$ cat src/rtl/regfile_arbiter.sv
// regfile_arbiter: round-robin two-requester sequencer for a single-port 16x8 register file
// Ports: clock, reset_n (async, active-low); reqN_valid/write/addr/wdata in, reqN_ack/done/rdata out (N=0,1);
// rf_address/rf_en_write/rf_data_in drive the register file, rf_data_out is its registered read data;
// busy is high whenever the FSM is not in IDLE.
// Build option CLEAR_ON_RESET_EN: after reset, sweep zeros into all registers for 16 cycles before serving requests.
module regfile_arbiter #(
  parameter int DATA_W = 8,
  parameter int ADDR_W = 4
) (
  input  logic              clock,
  input  logic              reset_n,
  input  logic              req0_valid,
  input  logic              req0_write,
  input  logic [ADDR_W-1:0] req0_addr,
  input  logic [DATA_W-1:0] req0_wdata,
  output logic              req0_ack,
  output logic              req0_done,
  output logic [DATA_W-1:0] req0_rdata,
  input  logic              req1_valid,
  input  logic              req1_write,
  input  logic [ADDR_W-1:0] req1_addr,
  input  logic [DATA_W-1:0] req1_wdata,
  output logic              req1_ack,
  output logic              req1_done,
  output logic [DATA_W-1:0] req1_rdata,
  output logic [ADDR_W-1:0] rf_address,
  output logic              rf_en_write,
  output logic [DATA_W-1:0] rf_data_in,
  input  logic [DATA_W-1:0] rf_data_out,
  output logic              busy
);
  typedef enum logic [1:0] {IDLE, ISSUE, WAIT, CLEAR} state_t;
  state_t state, state_n;
  logic ptr, ptr_n, lat_write, lat_write_n, lat_id, lat_id_n;
  logic ack0_n, ack1_n, done0_n, done1_n, en_n, grant1;
  logic [ADDR_W-1:0] addr_n;
  logic [DATA_W-1:0] din_n, rdata0_n, rdata1_n;
`ifdef CLEAR_ON_RESET_EN
  logic clr_pend, clr_pend_n;
`endif
  // ptr=1 gives requester 1 priority when both are valid
  assign grant1 = req1_valid && (!req0_valid || ptr);
  always_comb begin
    state_n = state;
    ptr_n = ptr;
    lat_write_n = lat_write;
    lat_id_n = lat_id;
    ack0_n = 1'b0;
    ack1_n = 1'b0;
    done0_n = 1'b0;
    done1_n = 1'b0;
    en_n = 1'b0;
    addr_n = rf_address;
    din_n = rf_data_in;
    rdata0_n = req0_rdata;
    rdata1_n = req1_rdata;
`ifdef CLEAR_ON_RESET_EN
    clr_pend_n = clr_pend;
`endif
    case (state)
      IDLE: begin
`ifdef CLEAR_ON_RESET_EN
        if (clr_pend) begin
          clr_pend_n = 1'b0;
          state_n = CLEAR;
          addr_n = '0;
          din_n = '0;
          en_n = 1'b1;
        end else
`endif
        if (req0_valid || req1_valid) begin
          state_n = ISSUE;
          ptr_n = !grant1;
          lat_id_n = grant1;
          lat_write_n = grant1 ? req1_write : req0_write;
          addr_n = grant1 ? req1_addr : req0_addr;
          din_n = grant1 ? req1_wdata : req0_wdata;
          en_n = lat_write_n;
          ack0_n = !grant1;
          ack1_n = grant1;
        end
      end
      ISSUE: begin
        state_n = lat_write ? IDLE : WAIT;
        done0_n = lat_write && !lat_id;
        done1_n = lat_write && lat_id;
      end
      WAIT: begin
        state_n = IDLE;
        done0_n = !lat_id;
        done1_n = lat_id;
        rdata0_n = lat_id ? req0_rdata : rf_data_out;
        rdata1_n = lat_id ? rf_data_out : req1_rdata;
      end
      CLEAR: begin
`ifdef CLEAR_ON_RESET_EN
        // address 0 was driven on entry; step up to the all-ones address, then stop and hold it
        en_n = rf_address != '1;
        addr_n = en_n ? rf_address + ADDR_W'(1) : rf_address;
        state_n = en_n ? CLEAR : IDLE;
`else
        state_n = IDLE;
`endif
      end
    endcase
  end
  always_ff @(posedge clock or negedge reset_n) begin
    if (!reset_n) begin
      state <= IDLE;
      ptr <= 1'b0;
      lat_write <= 1'b0;
      lat_id <= 1'b0;
      req0_ack <= 1'b0;
      req1_ack <= 1'b0;
      req0_done <= 1'b0;
      req1_done <= 1'b0;
      req0_rdata <= '0;
      req1_rdata <= '0;
      rf_address <= '0;
      rf_en_write <= 1'b0;
      rf_data_in <= '0;
      busy <= 1'b0;
`ifdef CLEAR_ON_RESET_EN
      clr_pend <= 1'b1;
`endif
    end else begin
      state <= state_n;
      ptr <= ptr_n;
      lat_write <= lat_write_n;
      lat_id <= lat_id_n;
      req0_ack <= ack0_n;
      req1_ack <= ack1_n;
      req0_done <= done0_n;
      req1_done <= done1_n;
      req0_rdata <= rdata0_n;
      req1_rdata <= rdata1_n;
      rf_address <= addr_n;
      rf_en_write <= en_n;
      rf_data_in <= din_n;
      busy <= state_n != IDLE;
`ifdef CLEAR_ON_RESET_EN
      clr_pend <= clr_pend_n;
`endif
    end
  end
endmodule
$ cat config.mk
export PLATFORM = sky130hd
export DESIGN_NAME = regfile_arbiter
export DESIGN_NICKNAME = d
export VERILOG_FILES = /design/src/rtl/regfile_arbiter.sv
export SDC_FILE = /design/constraint.sdc
export NUM_CORES = 1
export LEC_CHECK = 0
export CAP_MARGIN = 20
export CELL_PAD_IN_SITES_DETAIL_PLACEMENT = 1
export CELL_PAD_IN_SITES_GLOBAL_PLACEMENT = 2
export CORE_MARGIN = 1.5
export CORE_UTILIZATION = 26
export DETAILED_ROUTE_END_ITERATION = 10
export PLACE_DENSITY_LB_ADDON = 0.3
export SYNTH_ARGS = -nofsm -noshare
export SYNTH_HDL_FRONTEND = slang
export SYNTH_SLANG_ARGS = --single-unit
export TNS_END_PERCENT = 50
$ cat constraint.sdc
create_clock -name clock -period 1.8 [get_ports clock]
set_input_delay 0.36 -clock clock [delete_from_list [all_inputs] [get_ports clock]]
set_output_delay 0.36 -clock clock [all_outputs]
set_load 0.005 [all_outputs]
After elaboration in Yosys (flattened, before gate mapping). Index checks and enable logic that the tools add are counted.

Register bits after elaboration: 39. Input bits: 38. Output and inout bits: 34. Word-level logic and storage cells: 46.

Equality and inequality tests: 3. Mux-type cells: 14. Bitwise logic cells: 1. Reductions and logical operators: 14.

Operators by type and width (count): $mux 8 (1); $mux 1 (7); $pmux 2 s3 (1); $reduce_and 2->1 (3); $eq 2x2->1 const B (2); $mux 2 (2); $mux 4 (1); $pmux 1 s2 (2); $logic_and 1x1->1 (3); $logic_not 1->1 (3); $eq 2x1->1 const B (1); $logic_not 2->1 (1); $logic_or 1x1->1 (2); $reduce_bool 2->1 (1); $reduce_or 2->1 (1); $not 1->1 (1).

Longest topological paths before layout.
Depth after elaboration: 6. Gate-level depth with buffers: 7. Gate-level depth less buffers: 5.

Worst setup path after synthesis. Ideal clock, no wire load.

Path kind: flip-flop to flip-flop. Start: register state[0]. End: register rf_address[0]. Library setup time: 126 ps. Data arrival time: 1405 ps. Required time: 1674 ps. Setup slack: 269 ps. Cell stages (with the launch flop): 8. Path buffers: 2. Clock period less this slack: 1531 ps. Path through: dfrtp_1 inv_1 ha_1 buf_6 and2_4 buf_6 and3_1 a221o_1.

Word-level cells in the longest chain between the ends: 2.

Ends and longest elaborated chain: start: declaration (line 33) `state_t state, state_n;`; start signal: assignment (line 127) `state <= state_n;`; $logic_not 2->1 (line 60) `case (state)`; $reduce_and 2->1 (no line); end signal: assignment (line 137) `rf_address <= addr_n;`; end: declaration (line 26) `output logic [ADDR_W-1:0] rf_address,`.

Every way passes these cells. A chain may end at the register's enable or synchronous reset.

Worst setup path after layout. Same ends and word-level chain as after synthesis.

==> results.yml <==
outcome:
  status: "complete, no violations"
timing:
  fin_crit_sh_pct: 89.8
  worst-slew-pin-transition_ps: 514
  slew_violations: 0
  rsz0062_at_grt: "false"
  setup_viol: 0
  max_slew_margin_pct: 65.8
  holdWs_ps: 47.0
  fin_tns_setup_ps: 0
  finClkSkew_ps: 6.22
  final_hold_viol_count: 0
  max_freq_mhz: 619
  min_period_ps: 1620
layout:
  antennaDiodeCount: 0
  multi_input_area_um2: 571
  nNetsFinal: 235
  drive_above_1_share_pct: 19.0
  fillCellCount: 637
  areaGrowthSynthToFinish_pct: 55.3
  regArea_um2: 976
  instances_no_fill: 270
power_and_ir_drop:
  p_per_area_nw_per_um2: 1580
  p_leak_nw: 1.12
  p_seq_share_pct: 38.8
  combPwrFrac_pct: 47.2
  power.internal_mw: 2.77
  swShare_pct: 29.9
  p_switching_mw: 1.18
  peakVddDrop_uv: 540
  power_frac_clock_pct: 14.0
synthesis:
  ys_seq_elements: 39
  avgSynthCellArea_um2: 13.8
  synth-main-ff-cell: "dfrtp_1"
  yosysUniqueCellTypes: 24
  yosys_warnings: 0
  netlist_instances: 117
  ys_seq_area_share_pct: 60.7
  async_reset_ff_share_pct: 100
  syn_area_um2: 1610
  synth_edf_count: 0
  synthesis.nets: 158
placed_design:
  port_buffers: 71
  gp_congestion: 0.686
  placed_cells: 262
  dp_hpwl_um: 3010
critical_path:
  path_max_fanout: 12
  path_class: "reg2reg"
  timing.rr.start: "state[0]"
  crit_family: "compound AO/OA/AOI/OAI gates"
  end_kind: "register"
  r2r_cells: 5
  arrival_ps: 1790
  startpoint: "state[0]"
  crit_buf_inv: 2
  r2r_end: "rf_address[0]"
  max_stage_delay_ps: 400
  path_cells: "inv_1 -> ha_1 -> o21ai_2 -> buf_4 -> a221o_1"
  startpoint_type: "register"
  reg2reg_slack_ps: 180
  cp_num_cells: 5
  cpMaxStageDelayCell: "dfrtp_1"
  critPathCapture: "rf_address[0]"
  cp_data_required_time_ps: 1970
clocking:
  clkLatencyLatePin_ps: 280
  cts_hold_buf: 0
  cts_setup_buffers: 0
  cts_resized: 0
  cts_root_buf: "clkbuf_8"
  cts_tree: "built"
  clock-sinks: 39
  cts_max_level: 2
  cts_buffer_depth: 2
  cts_made_buffers: 5
  clk_pin_slew_worst_paths_ps: 80
floorplanning:
  start_util_pct: 27.0
  die_y_um: 81.7
  die_x_um: 81.7
  fp-row-count: 28
  dieArea_um2: 6670
  core_area_um2: 5960
  ioPinCount: 72
run:
  cap_viol_max_count: 0
global_routing:
  grt_remaining_overflow: 0
  grt_pass1_vias: 1314
  grt_pass1_wl_um: 6470
  grt_max_degree: 24
  antenna_found_initial: 0
  grt_usage_pct: 12.9
detailed_routing:
  wl_per_cell_um: 14.7
  antenna_left: 0
  vias: 1236
  drt_iter0_markers: 16
  drt_first_pass_iters: 4
  drt_wl_total_um: 3980
  vias_per_cell: 4.58
  drc: 0
worst_hold_path:
  hold_path_class: "in2async"
==> final cells by class <==
cell class / instances / area share [%]
clock buffer: 5 / 2.75
inverter: 5 / 0.751
timing repair buffer: 76 / 30.2
multi-input combinational: 67 / 22.8
tap: 75 / 3.76
sequential: 39 / 39.1
clock inverter: 3 / 0.601
==> worst reg2reg max path, cell delays in order, from the launching register on <==
cell	delay, ps
dfrtp_1	400
inv_1	110
ha_1	330
o21ai_2	110
buf_4	200
a221o_1	360
==> layer usage <==
metal / vias to the layer above / track usage [%] / part of all wire, %
met5: - / 0 / 0
met4: 0 / 3.56 / 0.20
met3: 2 / 4.56 / 9.8
met2: 57 / 20.4 / 45
met1: 597 / 16.7 / 45
li1: 580 / - / -
==> metrics by stage <==
step | setup slack (ps) | cell area [µm²] | total power [mW] | utilization, %
floorplan | 269 | 1610 | 2.39 | -
global placement | 65.6 | 2410 | 3.36 | 40.5
detailed placement | 16.1 | 2410 | 3.43 | 40.5
CTS | 173 | 2500 | 4.01 | 42.0
global route | 75.5 | 2500 | 4.26 | 42.0
finish | 183 | 2500 | 3.94 | 42.0
==> synthesized netlist by cell type, types with 2 or more instances <==
master | n | area [µm²]
a21oi_1 | 3 | 15.0
dfrtp_1 | 39 | 976
a21o_1 | 3 | 22.5
inv_1 | 5 | 18.8
mux2_1 | 2 | 22.5
ha_1 | 3 | 37.5
and3_2 | 5 | 37.5
nand2_1 | 5 | 18.8
a221o_1 | 13 | 130
nor3b_1 | 2 | 15.0
mux2_2 | 14 | 158
buf_2 | 2 | 10.0
and3_1 | 9 | 56.3
buf_6 | 2 | 22.5
==> kinds of logic (layout without fill, tap and decap cells) <==
| family | count (synthesis) | count (layout) | synth area share (%) |
|---|---|---|---|
| AO/OA/AOI/OAI | 22 | 22 | 11.8 |
| adder cells (fa/ha/maj) | 3 | 3 | 2.33 |
| buffers and inverters | 11 | 89 | 3.89 |
| flip-flops | 39 | 39 | 60.7 |
| multiplexers | 16 | 16 | 11.2 |
| AND/OR/NAND/NOR | 26 | 26 | 10.1 |
==> worst min path at each step <==
stage                 start            end  slack, ps  cells past startpoint
global route        reset_n  rf_data_in[5]         80                      1
global placement    reset_n      req1_done        360                      1
detailed placement  reset_n  req1_rdata[3]        370                      1
finish              reset_n    rf_en_write         50                      1
floorplan           reset_n           busy         60                      0
CTS                 reset_n         lat_id         60                      1
==> cell usage in the layout, fill, tap and decap left out, drive strengths merged, types with 4 or more instances in the layout <==
master,count
a21oi,4
dfrtp,39
buf,6
inv,5
clkbuf,5
and3,14
mux2,16
nand2,5
a221o,13
clkdlybuf4s50,70
==> power groups by stage <==
stage	registers (mW)	logic, mW	clock network (mW)
after floorplan	1.54	0.853	0
after global placement	1.53	1.83	0
after detailed placement	1.54	1.89	0
after CTS	1.54	1.89	0.579
after global routing	1.59	2.05	0.621
final	1.53	1.86	0.550
==> flip-flops by register name, summed over array words and instances (netlist names) <==
register     flops
rf_data_in       8
ptr              1
rf_address       4
state            2
req1_rdata       8
req0_rdata       8
req1_ack         1
req0_done        1
req1_done        1
rf_en_write      1
lat_write        1
req0_ack         1
lat_id           1
busy             1
(Power assumes the default switching activity.)
